===== src/rtl/wr_slot_scheduler.sv =====
// Write-path slot allocator: tracks outstanding AXI writes through the address, data
// and response phases, with per-slot phase timers and sticky protocol error flags.
module wr_slot_scheduler #(
    parameter int NumSlots = 4,
    parameter int IdWidth  = 4,
    parameter int CntWidth = 8
) (
    input  logic                  clk_i,
    input  logic                  rst_ni,
    input  logic                  prescaled_en_i,
    input  logic                  aw_valid_i,
    input  logic                  aw_ready_i,
    input  logic [IdWidth-1:0]    aw_id_i,
    input  logic                  w_valid_i,
    input  logic                  w_ready_i,
    input  logic                  w_last_i,
    input  logic                  b_valid_i,
    input  logic                  b_ready_i,
    input  logic [IdWidth-1:0]    b_id_i,
    input  logic [CntWidth-1:0]   budget_aw_i,
    input  logic [CntWidth-1:0]   budget_w_i,
    input  logic [CntWidth-1:0]   budget_b_i,
    input  logic                  clear_i,
    output logic                  full_o,
    output logic [NumSlots-1:0]   slot_busy_o,
    output logic [2*NumSlots-1:0] slot_state_o,
    output logic [NumSlots-1:0]   timeout_o,
    output logic                  irq_o,
    output logic                  err_overflow_o,
    output logic                  err_orphan_w_o,
    output logic                  err_unmatched_b_o
);

    localparam int SlotW  = $clog2(NumSlots);
    localparam int CountW = $clog2(NumSlots + 1);

    typedef enum logic [1:0] {
        PHASE_ADDR = 2'd0,
        PHASE_DATA = 2'd1,
        PHASE_RESP = 2'd2
    } phase_e;

    logic [NumSlots-1:0] busy_q;
    logic [NumSlots-1:0] fired_q;
    phase_e              phase_q [NumSlots];
    logic [IdWidth-1:0]  id_q    [NumSlots];
    logic [CntWidth-1:0] timer_q [NumSlots];
    // age_q[i][j] set means slot i was allocated before slot j
    logic [NumSlots-1:0] age_q   [NumSlots];
    logic [SlotW-1:0]    fifo_q  [NumSlots];
    logic [SlotW-1:0]    rd_ptr_q;
    logic [SlotW-1:0]    wr_ptr_q;
    logic [CountW-1:0]   count_q;

    logic                aw_hs;
    logic                w_hs;
    logic                b_hs;
    logic                alloc;
    logic                fifo_empty;
    logic                head_to_data;
    logic                head_to_resp;
    logic [SlotW-1:0]    alloc_idx;
    logic [SlotW-1:0]    head_idx;
    logic [NumSlots-1:0] b_cand;
    logic [NumSlots-1:0] b_free;
    logic [NumSlots-1:0] hit;
    logic [CntWidth-1:0] budget_sel [NumSlots];

    function automatic logic [SlotW-1:0] next_ptr(input logic [SlotW-1:0] ptr);
        return (ptr == SlotW'(NumSlots - 1)) ? '0 : ptr + 1'b1;
    endfunction

    assign full_o       = &busy_q;
    assign slot_busy_o  = busy_q;
    assign aw_hs        = aw_valid_i & aw_ready_i;
    assign w_hs         = w_valid_i & w_ready_i;
    assign b_hs         = b_valid_i & b_ready_i;
    assign alloc        = aw_hs & ~full_o;
    assign fifo_empty   = (count_q == '0);
    assign head_idx     = fifo_q[rd_ptr_q];
    assign head_to_resp = ~fifo_empty & w_hs & w_last_i;
    assign head_to_data = ~fifo_empty & w_valid_i & ~head_to_resp
                          & (phase_q[head_idx] == PHASE_ADDR);

    always_comb begin
        alloc_idx = '0;
        for (int i = NumSlots - 1; i >= 0; i--) begin
            if (!busy_q[i]) alloc_idx = SlotW'(i);
        end
    end

    always_comb begin
        b_cand = '0;
        for (int i = 0; i < NumSlots; i++) begin
            b_cand[i] = busy_q[i] && (phase_q[i] == PHASE_RESP) && (id_q[i] == b_id_i);
        end
    end

    // The oldest candidate is the one no other candidate is older than
    always_comb begin
        logic older;
        logic found;
        b_free = '0;
        older  = 1'b0;
        found  = 1'b0;
        for (int i = 0; i < NumSlots; i++) begin
            older = 1'b0;
            for (int j = 0; j < NumSlots; j++) begin
                if (b_cand[j] && age_q[j][i]) older = 1'b1;
            end
            if (b_hs && b_cand[i] && !older && !found) begin
                b_free[i] = 1'b1;
                found     = 1'b1;
            end
        end
    end

    always_comb begin
        hit = '0;
        for (int i = 0; i < NumSlots; i++) begin
            case (phase_q[i])
                PHASE_ADDR: budget_sel[i] = budget_aw_i;
                PHASE_DATA: budget_sel[i] = budget_w_i;
                default:    budget_sel[i] = budget_b_i;
            endcase
            hit[i] = busy_q[i] && prescaled_en_i && !fired_q[i]
                     && (budget_sel[i] != '0) && (timer_q[i] == budget_sel[i]);
        end
    end

    always_comb begin
        slot_state_o = '0;
        for (int i = 0; i < NumSlots; i++) begin
            slot_state_o[2*i +: 2] = phase_q[i];
        end
    end

    always_ff @(posedge clk_i or negedge rst_ni) begin
        if (!rst_ni) begin
            busy_q  <= '0;
            fired_q <= '0;
            for (int i = 0; i < NumSlots; i++) begin
                phase_q[i] <= PHASE_ADDR;
                id_q[i]    <= '0;
                timer_q[i] <= '0;
            end
        end else begin
            for (int i = 0; i < NumSlots; i++) begin
                if (b_free[i]) begin
                    busy_q[i]  <= 1'b0;
                    phase_q[i] <= PHASE_ADDR;
                    timer_q[i] <= '0;
                    fired_q[i] <= 1'b0;
                end else if (alloc && (alloc_idx == SlotW'(i))) begin
                    busy_q[i]  <= 1'b1;
                    id_q[i]    <= aw_id_i;
                    phase_q[i] <= PHASE_ADDR;
                    timer_q[i] <= '0;
                    fired_q[i] <= 1'b0;
                end else if ((head_to_data || head_to_resp) && (head_idx == SlotW'(i))) begin
                    phase_q[i] <= head_to_resp ? PHASE_RESP : PHASE_DATA;
                    timer_q[i] <= '0;
                    fired_q[i] <= 1'b0;
                end else if (busy_q[i]) begin
                    if (prescaled_en_i && (timer_q[i] != '1)) timer_q[i] <= timer_q[i] + 1'b1;
                    if (hit[i]) fired_q[i] <= 1'b1;
                end
            end
        end
    end

    // A freed slot's row and column are cleared even if it is also named by a new allocation
    always_ff @(posedge clk_i or negedge rst_ni) begin
        if (!rst_ni) begin
            for (int i = 0; i < NumSlots; i++) age_q[i] <= '0;
        end else begin
            for (int i = 0; i < NumSlots; i++) begin
                for (int j = 0; j < NumSlots; j++) begin
                    if (b_free[i] || b_free[j]) begin
                        age_q[i][j] <= 1'b0;
                    end else if (alloc && (alloc_idx == SlotW'(i))) begin
                        age_q[i][j] <= 1'b0;
                    end else if (alloc && (alloc_idx == SlotW'(j)) && busy_q[i]) begin
                        age_q[i][j] <= 1'b1;
                    end
                end
            end
        end
    end

    always_ff @(posedge clk_i or negedge rst_ni) begin
        if (!rst_ni) begin
            rd_ptr_q <= '0;
            wr_ptr_q <= '0;
            count_q  <= '0;
            for (int i = 0; i < NumSlots; i++) fifo_q[i] <= '0;
        end else begin
            if (alloc) begin
                fifo_q[wr_ptr_q] <= alloc_idx;
                wr_ptr_q         <= next_ptr(wr_ptr_q);
            end
            if (head_to_resp) rd_ptr_q <= next_ptr(rd_ptr_q);
            case ({alloc, head_to_resp})
                2'b10:   count_q <= count_q + 1'b1;
                2'b01:   count_q <= count_q - 1'b1;
                default: count_q <= count_q;
            endcase
        end
    end

    always_ff @(posedge clk_i or negedge rst_ni) begin
        if (!rst_ni) begin
            timeout_o         <= '0;
            irq_o             <= 1'b0;
            err_overflow_o    <= 1'b0;
            err_orphan_w_o    <= 1'b0;
            err_unmatched_b_o <= 1'b0;
        end else begin
            timeout_o         <= hit;
            irq_o             <= (|hit) | (irq_o & ~clear_i);
            err_overflow_o    <= (aw_hs & full_o) | (err_overflow_o & ~clear_i);
            err_orphan_w_o    <= (w_hs & fifo_empty) | (err_orphan_w_o & ~clear_i);
            err_unmatched_b_o <= (b_hs & ~(|b_cand)) | (err_unmatched_b_o & ~clear_i);
        end
    end

endmodule


===== config.mk =====
export PLATFORM = sky130hd
export DESIGN_NAME = wr_slot_scheduler
export DESIGN_NICKNAME = d
export VERILOG_FILES = /design/src/rtl/wr_slot_scheduler.sv
export SDC_FILE = /design/constraint.sdc
export NUM_CORES = 1
export LEC_CHECK = 0
export ABC_AREA = 1
export BUFFER_PORTS_ARGS = -buffer_cell sky130_fd_sc_hd__buf_2
export CORE_MARGIN = 5
export CORE_UTILIZATION = 55
export DETAILED_ROUTE_END_ITERATION = 6
export MAX_ROUTING_LAYER = met4
export PLACE_DENSITY = 0.81
export SYNTH_ARGS = -nofsm -noshare
export SYNTH_HDL_FRONTEND = slang
export SYNTH_SLANG_ARGS = --single-unit

===== constraint.sdc =====
create_clock -name clk_i -period 3.47 [get_ports clk_i]
set_input_delay 0 -clock clk_i [delete_from_list [all_inputs] [get_ports clk_i]]
set_output_delay 0 -clock clk_i [all_outputs]
set_load 0.05 [all_outputs]

Yosys cells after proc, flatten, opt, wreduce, memory -nomap -nowiden --
Index checks and enable logic that the tools add are counted.
Cells by class: add/sub/neg operators 8, order comparisons 4, equal/unequal tests 30, muxes and demuxes 151, bitwise operators 32, reduce and logical (&&, ||, !) cells 162
Operators with widths (number):
- 8-bit 2-to-1 mux | 20
- 1-bit 2-to-1 mux | 98
- 1-bit logical AND | 80
- 8-bit case mux with 2 select lines | 4
- 3-bit nonzero test | 20
- 2-bit 2-to-1 mux | 24
- 4-bit nonzero test | 12
- 8-bit by 1-bit adder with 8-bit output (second input constant) | 4
- 8-bit == test | 4
- 8-bit != test (second input constant) | 4
- 8-bit nonzero test | 4
- 2-bit AND reduction | 12
- 2-bit == test (second input constant) | 11
- 1-bit AND | 16
- 4-bit == test | 4
- 2-bit by 1-bit == test with 1-bit output (second input constant) | 7
- 2-bit zero test | 7
- 1-bit zero test | 11
- 2-bit nonzero test | 5
- 3-bit greater-or-equal comparator (second input constant) | 3
- 1-bit NOT | 9
- 2-bit NOT with 3-bit output | 3
- 2-bit binary-select mux with 2-bit select | 2
- 8-bit bitwise mux | 1
- other kinds (11) | 22
Storage, ports and cells: flip-flop bits (word level) 103, bits of input ports 43, output and inout bits 21, logic and storage cells 435

Depth between registers and ports, before layout --
Gate-level depths: netlist (run 1).
depth after elaboration 22, depth in mapped cells 14, depth with buffers taken out 14

Worst setup path after synthesis (run 1) --
OpenSTA, ideal clock, no wires.
kind reg2reg, from register busy_q[3] (netlist: slot_busy_o[3]), to register count_q[2], setup time 124 ps, data arrival time 3464 ps, data required time 3346 ps, path slack -119 ps, stages on the path, launching flop included 11, buffers on the path 0, period minus slack after synthesis 3589 ps, path through dfrtp_1 > inv_1 > nor3_1 > nor2_1 > clkinv_1 > ha_1 > inv_1 > fa_1 > a21oi_1 > o21ai_0 > xnor2_1
Between the ends: word-level cells in the longest chain between the ends 5, elaborated cells between the ends (all ways) 7, those cells by class 2 x eq/ne; 1 x mux; 2 x bitwise; 2 x reduce/logical
Ends and longest elaborated chain:
- from (decl) | line 43 | logic [NumSlots-1:0] busy_q;
- from (signal assigned) | line 140 | busy_q <= '0;
- from (signal, indexed assignment) | line 150 | busy_q[i] <= 1'b0;
- from (signal, indexed assignment) | line 155 | busy_q[i] <= 1'b1;
- 4-bit AND reduction (*) | line 73 | assign full_o = &busy_q;
- net full_o | line 24 | output logic full_o,
- 1-bit NOT (*) | line 78 | assign alloc = aw_hs & ~full_o;
- 1-bit AND (*) | line 78
- 2-bit by 1-bit == test with 1-bit output or 2-bit == test (tied branches) | line 203 | case ({alloc, head_to_resp})
- 3-bit case mux with 2 select lines or 2-bit nonzero test (tied branches)
- to (signal assigned) | line 204 | 2'b10: count_q <= count_q + 1'b1;
- to (signal assigned) | line 205 | 2'b01: count_q <= count_q - 1'b1;
- to (signal assigned) | line 206 | default: count_q <= count_q;
- to (decl) | line 53 | logic [CountW-1:0] count_q;
Mark *: on every way through the listed nets, which the timed path passes. The rest lies on a longest branch. A chain may end at the register's enable or synchronous reset.

Worst setup path after layout (run 1) --
from register busy_q[3] (netlist: slot_busy_o[3]), to register count_q[2]
Between the ends: word-level cells in the longest chain between the ends 5, elaborated cells between the ends (all ways) 7, those cells by class 2 x eq/ne; 1 x mux; 2 x bitwise; 2 x reduce/logical
Ends and longest elaborated chain (line):
- 4-bit AND reduction (*) | 73
- 1-bit NOT (*) | 78
- 1-bit AND (*) | 78
- 2-bit by 1-bit == test with 1-bit output or 2-bit == test (tied branches) | 203
- 3-bit case mux with 2 select lines or 2-bit nonzero test (tied branches)
Every way passes the cells marked *; elsewhere a longest branch is shown, timed or not.

==> results of run 1 <==
[registers in the layout, indices dropped and copies added (netlist names)]
name	cells
id_q	16
irq_o	1
rd_ptr_q	2
err_unmatched_b_o	1
count_q	3
fired_q	4
err_overflow_o	1
err_orphan_w_o	1
timer_q	32
timeout_o	4
age_q	16
wr_ptr_q	2
fifo_q	8
slot_busy_o	4
slot_state_o	8
[path summary, 6_finish.rpt]
| kind | from | endpoint | slack [ns] |
|---|---|---|---|
| max in group asynchronous | rst_ni | age_q[5] | 2.32 |
| worst min register to register | err_unmatched_b_o | err_unmatched_b_o | 0.48 |
| worst min-delay path | aw_valid_i | slot_busy_o[0] | 0.03 |
| min in group asynchronous | rst_ni | timer_q[24] | 0.30 |
| worst max register to register | slot_busy_o[3] | count_q[2] | 1.18 |
| worst max-delay path | slot_busy_o[3] | count_q[2] | 1.18 |
[per-stage QoR]
step	util, %	hold WS [ns]	cell area [µm²]	power, µW	std cells
2_1_floorplan	-	-0.2956	6834	4260	998
3_3_place_gp	60.77	0.1590	7361	4931	1227
3_5_place_dp	60.77	0.1693	7361	4992	1227
4_1_cts	64.32	0.003712	7790	6181	1252
5_1_grt	64.32	0.03192	7790	6729	1252
6_report	64.32	0.03042	7790	6205	1252
[power by group through the flow]
stage / logic [µW] / registers [µW] / clock network [µW]
after CTS: 2950 / 2070 / 1170
after detailed placement: 2910 / 2080 / 0
after global routing: 3370 / 2140 / 1210
after floorplan: 2150 / 2110 / 0
final: 2980 / 2080 / 1150
after global placement: 2860 / 2070 / 0
[Yosys cell counts, types with 2 or more instances]
cell                       instances  share of area, %
sky130_fd_sc_hd__a21oi_1          22               1.6
sky130_fd_sc_hd__a31oi_1           2              0.18
sky130_fd_sc_hd__and3_1            2              0.18
sky130_fd_sc_hd__buf_2             4              0.29
sky130_fd_sc_hd__dfrtp_1         103                38
sky130_fd_sc_hd__ha_1             10               1.8
sky130_fd_sc_hd__inv_1           126               6.9
sky130_fd_sc_hd__inv_2             8              0.44
sky130_fd_sc_hd__nand2_1         318                17
sky130_fd_sc_hd__nand2_2           7              0.64
sky130_fd_sc_hd__nand2_4           5              0.82
sky130_fd_sc_hd__nand3_1          74               5.4
sky130_fd_sc_hd__nand3_4           2              0.51
sky130_fd_sc_hd__nand4_1          36               3.3
sky130_fd_sc_hd__nor2_1          126               6.9
sky130_fd_sc_hd__nor2_2           19               1.7
sky130_fd_sc_hd__nor2_4            8               1.3
sky130_fd_sc_hd__nor3_1           13              0.95
sky130_fd_sc_hd__nor3b_1           4              0.44
sky130_fd_sc_hd__o211ai_1          2              0.22
sky130_fd_sc_hd__o21a_1            2              0.22
sky130_fd_sc_hd__o21ai_0          52               3.8
sky130_fd_sc_hd__o22ai_1           2              0.18
sky130_fd_sc_hd__o31ai_1           2              0.22
sky130_fd_sc_hd__or2_2             3              0.27
sky130_fd_sc_hd__xnor2_1          10               1.3
sky130_fd_sc_hd__xor2_1           19               2.4
[area by class of cell]
cell class,count,share of cell area (%)
Clock inverter,7,1.462
Tap cell,168,2.698
Multi-Input combinational cell,753,47.64
Sequential cell,103,33.09
Clock buffer,9,2.891
Timing Repair Buffer,75,5.525
Inverter,137,6.698
[cells in the final DEF, fill, tap and decap left out, types with 2 or more instances in the layout]
master / instances
sky130_fd_sc_hd__dlygate4sd3_1: 9
sky130_fd_sc_hd__buf_2: 62
sky130_fd_sc_hd__ha_1: 10
sky130_fd_sc_hd__nor2_2: 19
sky130_fd_sc_hd__or2_2: 3
sky130_fd_sc_hd__o31ai_1: 2
sky130_fd_sc_hd__clkbuf_16: 9
sky130_fd_sc_hd__nand2_1: 318
sky130_fd_sc_hd__o22ai_1: 2
sky130_fd_sc_hd__and3_1: 2
sky130_fd_sc_hd__nand2_2: 7
sky130_fd_sc_hd__dfrtp_1: 103
sky130_fd_sc_hd__nand4_1: 36
sky130_fd_sc_hd__nand2_4: 5
sky130_fd_sc_hd__o21ai_0: 52
sky130_fd_sc_hd__buf_4: 4
sky130_fd_sc_hd__nand3_4: 2
sky130_fd_sc_hd__inv_6: 3
sky130_fd_sc_hd__inv_1: 126
sky130_fd_sc_hd__inv_2: 8
sky130_fd_sc_hd__nand3_1: 74
sky130_fd_sc_hd__bufinv_16: 2
sky130_fd_sc_hd__xor2_1: 19
sky130_fd_sc_hd__nor3_1: 12
sky130_fd_sc_hd__a31oi_1: 2
sky130_fd_sc_hd__a21oi_1: 22
sky130_fd_sc_hd__nor2_1: 126
sky130_fd_sc_hd__xnor2_1: 10
sky130_fd_sc_hd__o21a_1: 2
sky130_fd_sc_hd__nor2_4: 8
sky130_fd_sc_hd__o211ai_1: 2
sky130_fd_sc_hd__nor3b_1: 4
[logic make-up after synthesis]
| group | count (synthesis) | synth area share, % |
|---|---|---|
| mux | 1 | 0.1649 |
| compound gates | 90 | 7.329 |
| simple gates | 622 | 40.93 |
| fa+ha+maj | 11 | 2.125 |
| buf+inv | 142 | 7.988 |
| flops | 103 | 37.74 |
| xor+xnor | 29 | 3.719 |
[tightest hold or removal path, stage by stage]
cell                      delay, ns
sky130_fd_sc_hd__buf_2         0.10
sky130_fd_sc_hd__nand2_1       0.15
sky130_fd_sc_hd__a21oi_1       0.09
[routing by layer]
| layer | vias up | wire [µm] | global-route usage (%) |
|---|---|---|---|
| li1 | 3335 | - | - |
| met1 | 3111 | 7777 | 32.73 |
| met2 | 254 | 9105 | 45.35 |
| met3 | 49 | 1428 | 5.967 |
| met4 | 0 | 537 | 10.57 |
| met5 | - | 0 | - |
==> metrics.txt, run 1 <==
status completed; first-pass detailed-route iteration total 5; RSZ-0062 raised after global routing false; total CTS buffers 9; total of cells resized after clock tree synthesis 0; worst skew pair latency 0.36 ns; Achievable Freq 0.4362 GHz; post-synthesis instance area 6829 µm²; DR WL/cell 15.06 µm; relative area change from synthesis to final layout 14.07%; warnings from Yosys 0; Primary FF master, synth sky130_fd_sc_hd__dfrtp_1; Worst path depth 10; I/O Buffers 63; worst path bufs/invs 3; combinational group share of total power 48.0%; post-route clock skew 0.01058 ns; floorplan row count 40; Switching Power 2960 µW; register bit count reported by yosys 103; gate count of the mapped netlist 998; fraction of the yosys area taken by sequential cells 37.74%; starting density of the core 56.38%; H-tree lvl count 3; Switching Share 47.70%; ANT nets after route 0; total of fill cells in the finished design 1130; depth of the most critical reg-to-reg path 10; number of global-route vias before repair 6665; EDFF count, synth 0; detailed placement HPWL 14070 µm; highest fanout seen on the critical path 9; count of maximum capacitance violations 0; first-pass GRT wire length 31220 µm; Rel. slew slack 41.24%; final count of pins violating max slew 0; setup_tns 0 ns; die width 121.4 µm; hold violation total from the final report 0; Largest stage delay, worst path 0.45 ns; Layout Nets 1133; Worst Max-Slew Pin Slew 0.8814 ns; area of the die 14750 µm²; number of buffers on the longest clock path 2; chain of cells forming the critical path inv_1, nor3_2, nor2_1, clkinv_1, ha_1, inv_1, fa_1, a21oi_1, o21ai_0, xnor2_1; multi-input combinational cell area 3711 µm²; family of cells with the greatest summed delay on the critical path adder cells; final routed wirelength across all metal layers 18850 µm; clk sink count 103; synthesized net count 1052; crit end category flip-flop; count of inserted antenna diode cells 0; power per cell area 796.5 nW/µm²; share of synthesized flip-flops with an asynchronous set or reset 100.0%; critical path startpoint category flip-flop; GRT Resource Usage Total 27.39%; number of antenna violations at the first check in global routing 0; sequential power share 33.5%; Tightest Hold Check Type input port to flip-flop; highest-delay cell along the critical path sky130_fd_sc_hd__dfrtp_1; clock share of power 18.5%; Data arrival, critical path 2.54 ns; standby leakage power 0.004051 µW; number of vias in the routed layout 6749; detailed-route DRC error count 0; final weighted congestion in routability-driven placement 0.9995; Post-Synthesis Mean Instance Area 6.843 µm²; final clock period utilization by the worst path 66.06%; largest voltage drop on the vdd net 514.9 µV; Final min period 2.292 ns; quantity of hold-fixing buffers added after cts 9; initial drt markers 561; CTS clock-pin slew for the worst setup and hold paths 0.07 ns; internal power summed over all cells 3245 µW; critical path's most frequent cell sky130_fd_sc_hd__inv_1; CTS tree yes; via count normalized by instance count 5.391; Hold Path Stages 3; die boundary height 121.4 µm; Clock Tree Root sky130_fd_sc_hd__clkbuf_16; number of distinct standard cells referenced by the synthesized netlist 44; setup fix buffers added after clock tree synthesis 0; total congestion overflow 0; placeable core region 12110 µm²; required time at the worst-slack endpoint 3.72 ns; category of the most critical setup path flip-flop to flip-flop; share of post-route cells with drive strength above 1 13.28%; Post-Place Setup Slack 1.240 ns; final setup vio count 0; maximum number of pins on one net before global-route repair 67; register area 2577 µm²; worst setup slack after layout 1.178 ns; number of placed I/O pins 64
Note: power is estimated with default switching activity, not from simulation.
==> inputs of run 2 (changes only) <==
==> constraint.sdc (replaced) <==
create_clock -name clk_i -period 2.2 [get_ports clk_i]
set_input_delay 0 -clock clk_i [delete_from_list [all_inputs] [get_ports clk_i]]
set_output_delay 0 -clock clk_i [all_outputs]
set_load 0.05 [all_outputs]
==> metrics.txt, run 2 (same netlist as run 1, synthesis figures left out) <==
first-pass GRT wire length 31210 µm (about the same); highest fanout seen on the critical path 9 (unchanged); final weighted congestion in routability-driven placement 0.9810 (-1.9%); share of post-route cells with drive strength above 1 15.25% (+2.0 points); via count normalized by instance count 5.330 (-1.1%); clk sink count 103 (unchanged); final design instance area without fill 7884 µm² (+1.2%); category of the most critical setup path flip-flop to flip-flop; commonest non-fill, non-tap cells in the layout 317 x sky130_fd_sc_hd__nand2_1, 125 x sky130_fd_sc_hd__nor2_1, 124 x sky130_fd_sc_hd__inv_1, 98 x sky130_fd_sc_hd__dfrtp_1, 74 x sky130_fd_sc_hd__nand3_1; floorplan row count 40 (unchanged); CTS tree yes; GRT Resource Usage Total 27.48% (+0.090 points); post-layout instance count excluding filler cells 1263 (+0.88%); final setup vio count 0 (unchanged); Pwr Total 9703 µW (+56%); Tightest Hold Check Type input port to flip-flop; final routed wirelength across all metal layers 18780 µm (-0.40%); first-pass detailed-route iteration total 5 (unchanged); Clock Tree Root sky130_fd_sc_hd__clkbuf_16; worst skew pair latency 0.36 ns (about the same); hold violation total from the final report 0 (unchanged); RSZ-0062 raised after global routing false; standby leakage power 0.004093 µW (+1.0%); count of maximum capacitance violations 0 (unchanged); capturing element of the worst setup path count_q[1]; flip-flop count of the largest register, all copies and words added 32 (unchanged); crit path from slot_busy_o[3]; total CTS buffers 9 (unchanged); maximum number of pins on one net before global-route repair 47 (-30%); number of vias in the routed layout 6732 (-0.25%); die boundary height 121.4 µm (unchanged); Data arrival, critical path 2.33 ns (-0.21 ns); placeable core region 12110 µm² (unchanged); CTS clock-pin slew for the worst setup and hold paths 0.08 ns (about the same); starting density of the core 56.38% (unchanged); post-placement cell area 7488 µm² (+1.7%); number of placed I/O pins 64 (unchanged); origin of the critical flop-to-flop path slot_busy_o[3]; Achievable Freq 0.4893 GHz (+12%); final count of pins violating max slew 0 (unchanged); largest voltage drop on the vdd net 833.1 µV (+62%); most common cell after layout, fill and taps aside sky130_fd_sc_hd__nand2_1; critical path startpoint category flip-flop; number of global-route vias before repair 6491 (-2.6%); detailed placement HPWL 14400 µm (+2.4%); highest-delay cell along the critical path sky130_fd_sc_hd__dfrtp_2; register with the most flip-flops timer_q; Layout Nets 1144 (+0.97%); power per cell area 1231 nW/µm² (+55%); chain of cells forming the critical path inv_1, nor3_4, nor2_2, clkinv_2, ha_4, inv_2, fa_2, o21ai_1; detailed-route DRC error count 0 (unchanged); number of placed instances, taps included 1238 (+0.90%); number of buffers on the longest clock path 2 (unchanged); setup_tns 0 ns (unchanged); count of inserted antenna diode cells 0 (unchanged); depth of the most critical reg-to-reg path 8 (-2); I/O Buffers 63 (unchanged); Hold Worst Slack 0.003720 ns (-0.02670 ns); die width 121.4 µm (unchanged); H-tree lvl count 3 (unchanged); Worst Max-Slew Pin Slew 0.6067 ns (-0.2746 ns); required time at the worst-slack endpoint 2.49 ns (-1.23 ns); total of fill cells in the finished design 1113 (-1.5%); area of the die 14750 µm² (unchanged); DR WL/cell 14.87 µm (-1.3%); Regs by FF count timer_q (32), age_q (16), id_q (16); status completed; worst reg-to-reg setup slack 0.16 ns (-1.02 ns); number of antenna violations at the first check in global routing 0 (unchanged); Final min period 2.044 ns (-0.2486 ns); Largest stage delay, worst path 0.46 ns (about the same); relative area change from synthesis to final layout 15.45%; destination of the worst register-to-register timing path count_q[1]; ANT nets after route 0 (unchanged); initial drt markers 578 (+3.0%); crit end category flip-flop; final clock period utilization by the worst path 92.90% (+27 points); total congestion overflow 0 (unchanged); Rel. slew slack 59.55% (+18 points); post-route clock skew 0.009599 ns (-0.0009856 ns)
==> run 2: cell count changes in the layout (fill, tap and decap cells not counted), moves of 2 or more <==
cell,previous run,this run
sky130_fd_sc_hd__clkbuf_8,0,2
sky130_fd_sc_hd__o21ai_1,0,2
sky130_fd_sc_hd__buf_4,4,14
sky130_fd_sc_hd__o21ai_0,52,50
sky130_fd_sc_hd__dfrtp_2,0,5
sky130_fd_sc_hd__dfrtp_1,103,98
sky130_fd_sc_hd__bufinv_16,2,0
sky130_fd_sc_hd__inv_2,8,10
sky130_fd_sc_hd__inv_1,126,124
==> run 2: final cells by class <==
cell class / count / area (µm²) / share of cell area, %
Clock buffer: 11 / 252.7 / 3.206
Clock inverter: 5 / 46.29 / 0.5872
Multi-Input combinational cell: 753 / 3742 / 47.47
Inverter: 137 / 523.0 / 6.634
Timing Repair Buffer: 86 / 525.5 / 6.666
Tap cell: 168 / 210.2 / 2.666
Sequential cell: 103 / 2584 / 32.77
==> run 2: critical path: cells and delay by family, from the launching register on <==
| family | cells | cell delay [ns] |
|---|---|---|
| compound gates | 1 | 0.13 |
| buf+inv | 3 | 0.48 |
| simple gates | 2 | 0.29 |
| fa+ha+maj | 2 | 0.62 |
| flops | 1 | 0.46 |
==> run 2: power by group <==
part	total (µW)	switching [µW]	internal [µW]
registers	3240	701	2540
logic	4860	3200	1660
clock network	1610	756	850
==> run 2: routing by layer <==
metal  vias up  track usage (%)  wire, µm  share of wire [%]
met5         -                -         0                  0
met4         0            10.64       641                3.4
met3        54            5.781      1229                6.5
met2       232            45.08      9140                 49
met1      3078            33.34      7763                 41
li1       3368                -         -                  -
==> run 2: timing repair <==
action                                  CTS  global route
setup buffers                             0             0
hold endpoints to repair                 62             0
hold buffers                              9             0
gates resized for setup                   0             2
endpoints found under the setup margin    0             2
==> run 2: worst min path at each step <==
stage	depth (start not counted)	to	start
floorplan	0	age_q[0]	rst_ni
global placement	1	count_q[0]	rst_ni
detailed placement	1	count_q[0]	rst_ni
CTS	3	slot_busy_o[0]	aw_ready_i
global route	3	slot_busy_o[0]	aw_ready_i
finish	3	slot_busy_o[0]	aw_ready_i
==> run 2: per-stage QoR <==
stage | util, % | setup slack [ns]
2_1_floorplan | - | -0.2224
3_3_place_gp | 61.83 | 0.2388
3_5_place_dp | 61.83 | 0.1733
4_1_cts | 65.04 | 0.1629
5_1_grt | 65.09 | 0.01534
6_report | 65.09 | 0.1563
